===== src/rtl/btb_pkg.sv =====
// btb_pkg: shared types and constants for the branch target buffer.
package btb_pkg;
    localparam int TAG_W  = 20;
    localparam int BIAS_W = 32;
    typedef struct packed {
        logic              inv;
        logic [TAG_W-1:0]  tag;
        logic [BIAS_W-1:0] bias;
    } btb_entry_t;
    localparam logic [BIAS_W-1:0] BTB_NOT_TAKEN_BIAS = 32'd4;
    localparam logic [1:0]        CONF_MAX           = 2'd3;
    localparam logic [1:0]        CONF_INIT          = 2'd1;
endpackage


===== src/rtl/btb_victim_select.sv =====
// btb_victim_select: picks the lowest invalid entry, else the round-robin pointer.
module btb_victim_select #(
    parameter int ENTRIES = 8,
    localparam int IW = $clog2(ENTRIES)
) (
    input  logic [ENTRIES-1:0] inv,
    input  logic [IW-1:0]      rr_ptr,
    output logic [IW-1:0]      victim,
    output logic               use_rr
);
    always_comb begin
        victim = rr_ptr;
        use_rr = ~|inv;
        for (int i = ENTRIES - 1; i >= 0; i--)
            if (inv[i]) victim = IW'(i);
    end
endmodule


===== src/rtl/btb_manager.sv =====
// btb_manager: branch target buffer with mispredict updates, confidence hysteresis and flush.
module btb_manager
    import btb_pkg::*;
#(
    parameter int ENTRIES = 8,
    localparam int IW = $clog2(ENTRIES)
) (
    input  logic                      clk,
    input  logic                      rst,
    output btb_entry_t [ENTRIES-1:0]  predictor,
    input  logic                      update_predictor,
    input  btb_entry_t                update_val,
    input  logic                      correct_valid,
    input  logic [TAG_W-1:0]          correct_tag,
    input  logic                      flush,
    output logic [IW-1:0]             update_adr,
    output logic                      update_hit
);
    logic [ENTRIES-1:0][1:0] conf;
    logic [ENTRIES-1:0]      inv_vec, upd_hits, cor_hits;
    logic [IW-1:0]           rr_ptr, hit_idx, cor_idx, victim;
    logic                    use_rr, cor_hit, not_taken, same_entry;

    btb_victim_select #(.ENTRIES(ENTRIES)) u_victim (
        .inv    (inv_vec),
        .rr_ptr (rr_ptr),
        .victim (victim),
        .use_rr (use_rr)
    );

    always_comb begin
        hit_idx = '0;
        cor_idx = '0;
        for (int i = 0; i < ENTRIES; i++) begin
            inv_vec[i]  = predictor[i].inv;
            upd_hits[i] = !predictor[i].inv && predictor[i].tag == update_val.tag;
            cor_hits[i] = !predictor[i].inv && predictor[i].tag == correct_tag;
            if (upd_hits[i]) hit_idx = IW'(i);
            if (cor_hits[i]) cor_idx = IW'(i);
        end
    end

    assign update_hit = |upd_hits;
    assign cor_hit    = correct_valid && |cor_hits;
    assign not_taken  = update_val.bias == BTB_NOT_TAKEN_BIAS;
    assign same_entry = update_predictor && update_hit && cor_idx == hit_idx;
    assign update_adr = !update_predictor ? '0 : update_hit ? hit_idx : victim;

    always_ff @(posedge clk or posedge rst) begin
        if (rst) begin
            for (int i = 0; i < ENTRIES; i++)
                predictor[i] <= {1'b1, {(TAG_W + BIAS_W){1'b0}}};
            conf   <= '0;
            rr_ptr <= '0;
        end else if (flush) begin
            for (int i = 0; i < ENTRIES; i++)
                predictor[i].inv <= 1'b1;
            conf <= '0;
        end else begin
            // an update to the same entry takes precedence over a confirm
            if (cor_hit && !same_entry && conf[cor_idx] != CONF_MAX)
                conf[cor_idx] <= conf[cor_idx] + 2'd1;
            if (update_predictor && update_hit) begin
                if (not_taken) begin
                    predictor[hit_idx].inv <= 1'b1;
                    conf[hit_idx]          <= '0;
                end else if (conf[hit_idx] >= 2'd2) begin
                    conf[hit_idx] <= conf[hit_idx] - 2'd1;
                end else begin
                    predictor[hit_idx].bias <= update_val.bias;
                    conf[hit_idx]           <= CONF_INIT;
                end
            end else if (update_predictor && !not_taken) begin
                predictor[victim] <= {1'b0, update_val.tag, update_val.bias};
                conf[victim]      <= CONF_INIT;
                if (use_rr) rr_ptr <= rr_ptr + IW'(1);
            end
        end
    end

    always_ff @(posedge clk)
        if (!rst && update_predictor) assert ($onehot0(upd_hits));
endmodule


===== config.mk =====
export PLATFORM = sky130hd
export DESIGN_NAME = btb_manager
export DESIGN_NICKNAME = d
export VERILOG_FILES = /design/src/rtl/btb_pkg.sv /design/src/rtl/btb_victim_select.sv /design/src/rtl/btb_manager.sv
export SDC_FILE = /design/constraint.sdc
export NUM_CORES = 1
export LEC_CHECK = 0
export ABC_AREA = 1
export CAP_MARGIN = 20
export CORE_ASPECT_RATIO = 1.2
export CORE_MARGIN = 2
export CORE_UTILIZATION = 52
export DETAILED_ROUTE_END_ITERATION = 7
export MAX_ROUTING_LAYER = met4
export PLACE_DENSITY = 0.81
export SETUP_SLACK_MARGIN = 0.4
export SLEW_MARGIN = 5
export SYNTH_ARGS = -nofsm -noshare
export SYNTH_HDL_FRONTEND = slang
export SYNTH_HIERARCHICAL = 1
export SYNTH_SLANG_ARGS = --single-unit

===== constraint.sdc =====
create_clock -name clk -period 40.9 [get_ports clk]
set_input_delay 8.18 -clock clk [delete_from_list [all_inputs] [get_ports clk]]
set_output_delay 8.18 -clock clk [all_outputs]
set_load 0.005 [all_outputs]

==> results.py, run 1 <==
metrics = {
    "layout": {
        "multi_input_area_mm2": 0.01195,
        "fill_cells": 3919,
        "areaGrowthSynthToFinish_pct": 26.43,
        "final_nets": 3989,
        "layout-drive-gt1-share_pct": 4.741,
        "design_area_mm2": 0.03189,
        "final-seq-area_mm2": 0.01110,
        "finalNonFillerCells": 4584,
        "fin_util_pct": 66.43,
    },
    "die": {
        "die-area_mm2": 0.05029,
        "ios": 506,
        "rows": 88,
        "core_mm2": 0.04801,
        "die_y_um": 245.3,
        "start_util_pct": 52.54,
        "chipWidth_um": 205.1,
    },
    "hold_path": {
        "worstHoldPathType": "flop to flop",
    },
    "cts": {
        "cts_sinks": 443,
        "post_cts_buffers": 0,
        "clock_path_buffers": 3,
        "htree_levels": 2,
        "cts_resized": 0,
        "clock_latency_ns": 0.62,
        "hold_buffers": 0,
        "clk_pin_slew_worst_paths_ns": 0.06,
        "cts_tree": "done",
        "root_buffer": "clkbuf_16",
        "cts_buffers": 45,
    },
    "timing": {
        "slew_headroom_pct": 21.09,
        "setup_slack_ns": 20.57,
        "tightest_slew_ns": 1.180,
        "skew_ns": 0.02470,
        "finalCritPeriodShare_pct": 49.72,
        "fmax_ghz": 0.04918,
        "rsz0062_at_grt": "false",
        "finalCriticalPeriod_ns": 20.33,
        "finalHoldViolations": 0,
        "totalNegativeSetupSlack_ns": 0,
        "finalMaxSlewViolations": 0,
        "setup_viol": 0,
    },
    "setup_path": {
        "crit_type": "primary input to output pin",
        "required_ns": 32.72,
        "cp.arrival_ns": 12.15,
        "cp_max_fo": 16,
        "cp-start-kind": "primary input",
        "end_kind": "output pin",
    },
    "placed_design": {
        "dp_slack_ns": 20.70,
        "io_buffer_count": 504,
        "gp_congestion": 1.084,
        "dpl.cell_count": 4490,
        "post-dp-hpwl_um": 89970,
        "placement.cell_area_mm2": 0.03030,
    },
    "yosys": {
        "yosysMostFrequentCell": "nand2_1",
        "ys_async_sr_fraction_pct": 100.0,
        "ys.flop_type": "dfrtp_1",
        "synth_edf_count": 0,
        "ys_top_cells_by_area": "dfrtp_1 (43%), nand2_1 (22%), nand4_1 (11%), nor2_1 (3.6%), inv_1 (3.5%)",
        "yosysSeqAreaShare_pct": 43.99,
        "syn_avg_cell_area_um2": 7.079,
        "netlist_top_cells_count": "nand2_1 (1505), nand4_1 (448), dfrtp_1 (435)",
        "synth.distinct_cells": 43,
        "postSynthCellCount": 3563,
        "ys_ff_latch": 443,
        "synth_top_area_cell": "dfrtp_1",
        "syn_area_mm2": 0.02522,
        "synth_fp_nets": 3644,
        "yosys_warnings": 6,
        "synth_top_area_share_pct": 43.15,
    },
    "power": {
        "leakage_uw": 0.01586,
        "ir_worst_vdd_mv": 0.04648,
        "power.density_mw_per_mm2": 53.26,
    },
    "route": {
        "drt_iter0_markers": 3436,
        "via_per_inst": 6.387,
        "ant_nets": 0,
        "wl_um": 130800,
        "first_pass_iters": 6,
        "wl_per_cell_um": 28.54,
        "num_vias": 29280,
        "drc": 0,
    },
    "run_status": {
        "status": "complete, no violations",
    },
    "grt": {
        "grt_pass1_wl_um": 188400,
        "antenna_found_initial": 9,
        "overflow": 0,
        "grt_max_degree": 116,
        "grtUsageTotal_pct": 53.24,
        "grt_pass1_vias": 28200,
    },
    "run": {
        "maxCapViolCount": 0,
    },
}
[through the flow]
stage | hold WS (ns) | total power, µW
after CTS | 0.4723 | 1668
after global routing | 0.4879 | 1751
after floorplan | 0.4420 | 846.1
final | 0.4705 | 1699
after detailed placement | 0.4574 | 1226
after global placement | 0.4521 | 1212
[registers in the layout, summed over array words and instances (netlist names)]
signal and flops:
rr_ptr 3, predictor 424, conf 16
[path summary, 6_finish.rpt]
| check | from | endpoint | slack [ns] | depth (start not counted) |
|---|---|---|---|---|
| worst min-delay path | predictor[242]$_DFFE_PP0P_ | predictor[242]$_DFFE_PP0P_ | 0.47 | 2 |
| min in group asynchronous | rst | predictor[333]$_DFFE_PP0P_ | 8.10 | 2 |
| worst max register to register | predictor[253]$_DFFE_PP0P_ | predictor[93]$_DFFE_PP0P_ | 32.91 | 25 |
| max in group asynchronous | rst | predictor[304]$_DFFE_PP0P_ | 30.37 | 4 |
| worst max-delay path | update_val[44] | update_adr[0] | 20.57 | 12 |
| worst min register to register | predictor[242]$_DFFE_PP0P_ | predictor[242]$_DFFE_PP0P_ | 0.47 | 2 |
[layout by cell type (no fill, tap or decap), drive strengths merged, types with 8 or more instances in the layout]
cell	Yosys	routed
nand2	1508	1508
clkdlybuf4s50	0	504
nand4	448	448
dfrtp	435	435
inv	250	252
nor2	247	247
o21ai	127	127
nand3	107	107
clkbuf	74	69
buf	194	62
xnor2	52	52
a21oi	31	31
xor2	18	18
o211ai	13	13
clkinv	5	12
diode	0	10
dfstp	8	8
[cell type report]
cell class | instances | share of cell area, %
multi-input cells | 2597 | 37.47
inverters | 255 | 3.025
flip-flops and latches | 443 | 34.79
diodes | 10 | 0.07847
repair buffers | 566 | 17.32
well taps | 630 | 2.472
clock buffers | 69 | 4.096
clock inverters | 14 | 0.7454
[critical path, stage by stage]
cell and delay (ns):
clkdlybuf4s50_1 1.21, inv_2 0.26, nand2_1 0.12, o21ai_1 0.07, nor2_1 0.09, nand2_1 0.14
nor2_1 0.16, nand3_2 0.29, nand4_1 0.51, nand2_2 0.29, a21oi_1 0.26, clkdlybuf4s50_1 0.55
[layer usage]
metal / track usage, % / part of all wire (%) / up-vias
met5: - / 0 / -
met1: 57.88 / 33 / 13770
met4: 42.59 / 10 / 0
met2: 80.72 / 45 / 2453
met3: 16.12 / 12 / 785
li1: - / - / 12270
[cell families (layout without fill, tap and decap cells)]
kind of cell             Yosys count  in the layout  synth area share [%]
XOR/XNOR                          70             70                 2.431
other                              0             10                     0
AO/OA/AOI/OAI                    191            191                 4.241
AND/OR/NAND/NOR                 2331           2331                 40.06
buffers and inverters            523            904                 9.043
flip-flops                       443            443                 43.99
adder cells (fa/ha/maj)            3              3                0.1488
multiplexers                       2              2               0.08928
[where the power goes]
group          internal (µW)  switching [µW]  leakage (µW)  total, µW
clock network            248             193      0.000746        441
logic                    268             313       0.00927        581
registers                540             137       0.00585        677
total                   1060             642        0.0159       1700
Power figures use the tool's default switching activity.
==> run 2, diff against run 1 <==
==> constraint.sdc (replaced) <==
create_clock -name clk -period 20.7 [get_ports clk]
set_input_delay 4.14 -clock clk [delete_from_list [all_inputs] [get_ports clk]]
set_output_delay 4.14 -clock clk [all_outputs]
set_load 0.005 [all_outputs]
==> results.py, run 2 (synthesized netlist as in run 1, its figures left out) <==
metrics = {
    "power": {
        "finalPower_uw": 3315,
        "leakage_uw": 0.01588,
        "ir_worst_vdd_mv": 0.07564,
        "power.density_mw_per_mm2": 103.9,
    },
    "layout": {
        "layout-drive-gt1-share_pct": 4.821,
        "areaGrowthSynthToFinish_pct": 26.53,
        "layout_commonest_cell": "nand2_1",
        "mostFrequentLayoutCells": "nand2_1 (1505), clkdlybuf4s50_1 (504), nand4_1 (448)",
        "fill_cells": 4262,
        "largest_reg_flops": 424,
        "final_nets": 3988,
        "top_register": "predictor",
        "reg_top3": "predictor x424, conf x16, rr_ptr x3",
    },
    "setup_path": {
        "slowest_stage": "clkdlybuf4s50_1",
        "cpPeakStageDelay_ns": 1.17,
        "cp_max_fo": 16,
        "end_kind": "output pin",
        "cp-start-kind": "primary input",
        "required_ns": 16.56,
        "cp_top_family": "buffers and inverters",
        "critical_path_buf_inv_count": 3,
        "cp.arrival_ns": 8.27,
        "crit_top_cell": "nand2_1",
        "critical_path.cell_chain": "clkdlybuf4s50_1 > inv_2 > o21ai_0 > nor2_1 > nand2_1 > nor2_1 > nand3_1 > nand2_1 > nand2_1 > nand2_1 > nand2_2 > nand2_2 > a21oi_1 > clkdlybuf4s50_1",
        "crit_type": "primary input to output pin",
    },
    "die": {
        "die_y_um": 245.3,
        "core_mm2": 0.04801,
        "ios": 506,
        "die-area_mm2": 0.05029,
        "rows": 88,
        "chipWidth_um": 205.1,
        "start_util_pct": 52.54,
    },
    "cts": {
        "cts_sinks": 443,
        "post_cts_buffers": 0,
        "cts_resized": 0,
        "clock_path_buffers": 3,
        "cts_tree": "done",
        "htree_levels": 2,
        "root_buffer": "clkbuf_16",
        "cts_buffers": 45,
        "hold_buffers": 0,
        "clk_pin_slew_worst_paths_ns": 0.06,
        "clock_latency_ns": 0.60,
    },
    "route": {
        "first_pass_iters": 7,
        "num_vias": 28160,
        "via_per_inst": 6.152,
        "drc": 0,
        "wl_um": 122700,
        "wl_per_cell_um": 26.81,
        "ant_nets": 0,
        "drt_iter0_markers": 3205,
    },
    "timing": {
        "finalCriticalPeriod_ns": 12.41,
        "tightest_slew_ns": 1.289,
        "fmax_ghz": 0.08056,
        "skew_ns": 0.03029,
        "setup_viol": 0,
        "finalHoldViolations": 0,
        "totalNegativeSetupSlack_ns": 0,
        "slew_headroom_pct": 13.82,
        "finalMaxSlewViolations": 0,
        "finalCritPeriodShare_pct": 59.97,
        "rsz0062_at_grt": "false",
    },
    "hold_path": {
        "worstHoldPathType": "flop to flop",
    },
    "grt": {
        "grt_max_degree": 144,
        "grtUsageTotal_pct": 50.14,
        "overflow": 0,
        "antenna_found_initial": 6,
        "grt_pass1_wl_um": 178200,
        "grt_pass1_vias": 26760,
    },
    "placed_design": {
        "io_buffer_count": 504,
        "post-dp-hpwl_um": 85340,
        "gp_congestion": 1.112,
    },
    "run_status": {
        "status": "complete, no violations",
    },
    "run": {
        "maxCapViolCount": 0,
    },
}
[run 2: cell types whose count changed in the layout (fill, tap and decap cells not counted)]
| cell | before | now |
|---|---|---|
| buf_4 | 61 | 59 |
| buf_16 | 0 | 1 |
| clkbuf_8 | 9 | 10 |
| clkinv_2 | 3 | 5 |
| clkbuf_1 | 15 | 9 |
| clkinv_4 | 2 | 0 |
| clkinvlp_4 | 1 | 3 |
| o21ai_0 | 109 | 108 |
| o21ai_1 | 10 | 11 |
| clkbuf_16 | 45 | 46 |
| diode_2 | 10 | 6 |
[run 2: final timing paths]
check                                            from  slack (ns)  depth (start not counted)                    endpoint
setup / recovery                       update_val[44]        8.29                         14               update_adr[0]
hold / removal             predictor[270]$_DFFE_PP0P_        0.47                          2  predictor[270]$_DFFE_PP0P_
setup reg to reg           predictor[150]$_DFFE_PP0P_       13.40                         25  predictor[248]$_DFFE_PP0P_
hold reg to reg            predictor[270]$_DFFE_PP0P_        0.47                          2  predictor[270]$_DFFE_PP0P_
max in group asynchronous                         rst       14.57                          5  predictor[307]$_DFFE_PP0P_
min in group asynchronous                         rst        4.02                          2  predictor[384]$_DFFE_PP0P_
[run 2: area by class of cell]
cell class	count	area (µm²)	area share [%]
clock inverter	16	245.2	0.7684
multi-input combinational	2597	11950	37.44
sequential	443	11100	34.76
antenna	6	15.01	0.04704
tap	630	788.3	2.470
clock buffer	65	1323	4.144
timing repair buffer	565	5535	17.34
inverter	255	964.7	3.022
[run 2: per-layer routing]
layer / up-vias / part of all wire [%] / global-route usage, %
li1: 12260 / - / -
met1: 13390 / 33 / 55.81
met2: 1950 / 46 / 76.48
met3: 560 / 12 / 14.76
met4: 0 / 8.9 / 36.65
met5: - / 0 / -
[run 2: report_power, final]
part	internal [µW]	switching, µW	total, µW
Clock	499	370	869
Sequential	1070	252	1320
Combinational	529	598	1130
Total	2090	1220	3320
[run 2: tightest hold or removal path, cell delays in order (launching register included)]
cell,delay (ns)
dfrtp_1,0.34
nand2_1,0.05
nand2_1,0.04
[run 2: metrics by stage]
| stage | instance area, µm² | utilization, % | worst slack [ns] | cells | hold WS [ns] |
|---|---|---|---|---|---|
| 2_1_floorplan | 25220 | - | 4.230 | 3563 | 0.4420 |
| 3_3_place_gp | 30300 | 63.12 | 8.670 | 4488 | 0.4522 |
| 3_5_place_dp | 30300 | 63.12 | 8.712 | 4488 | 0.4575 |
| 4_1_cts | 31870 | 66.38 | 8.702 | 4569 | 0.4724 |
| 5_1_grt | 31920 | 66.49 | 8.324 | 4577 | 0.4872 |
| 6_report | 31920 | 66.49 | 8.286 | 4577 | 0.4697 |
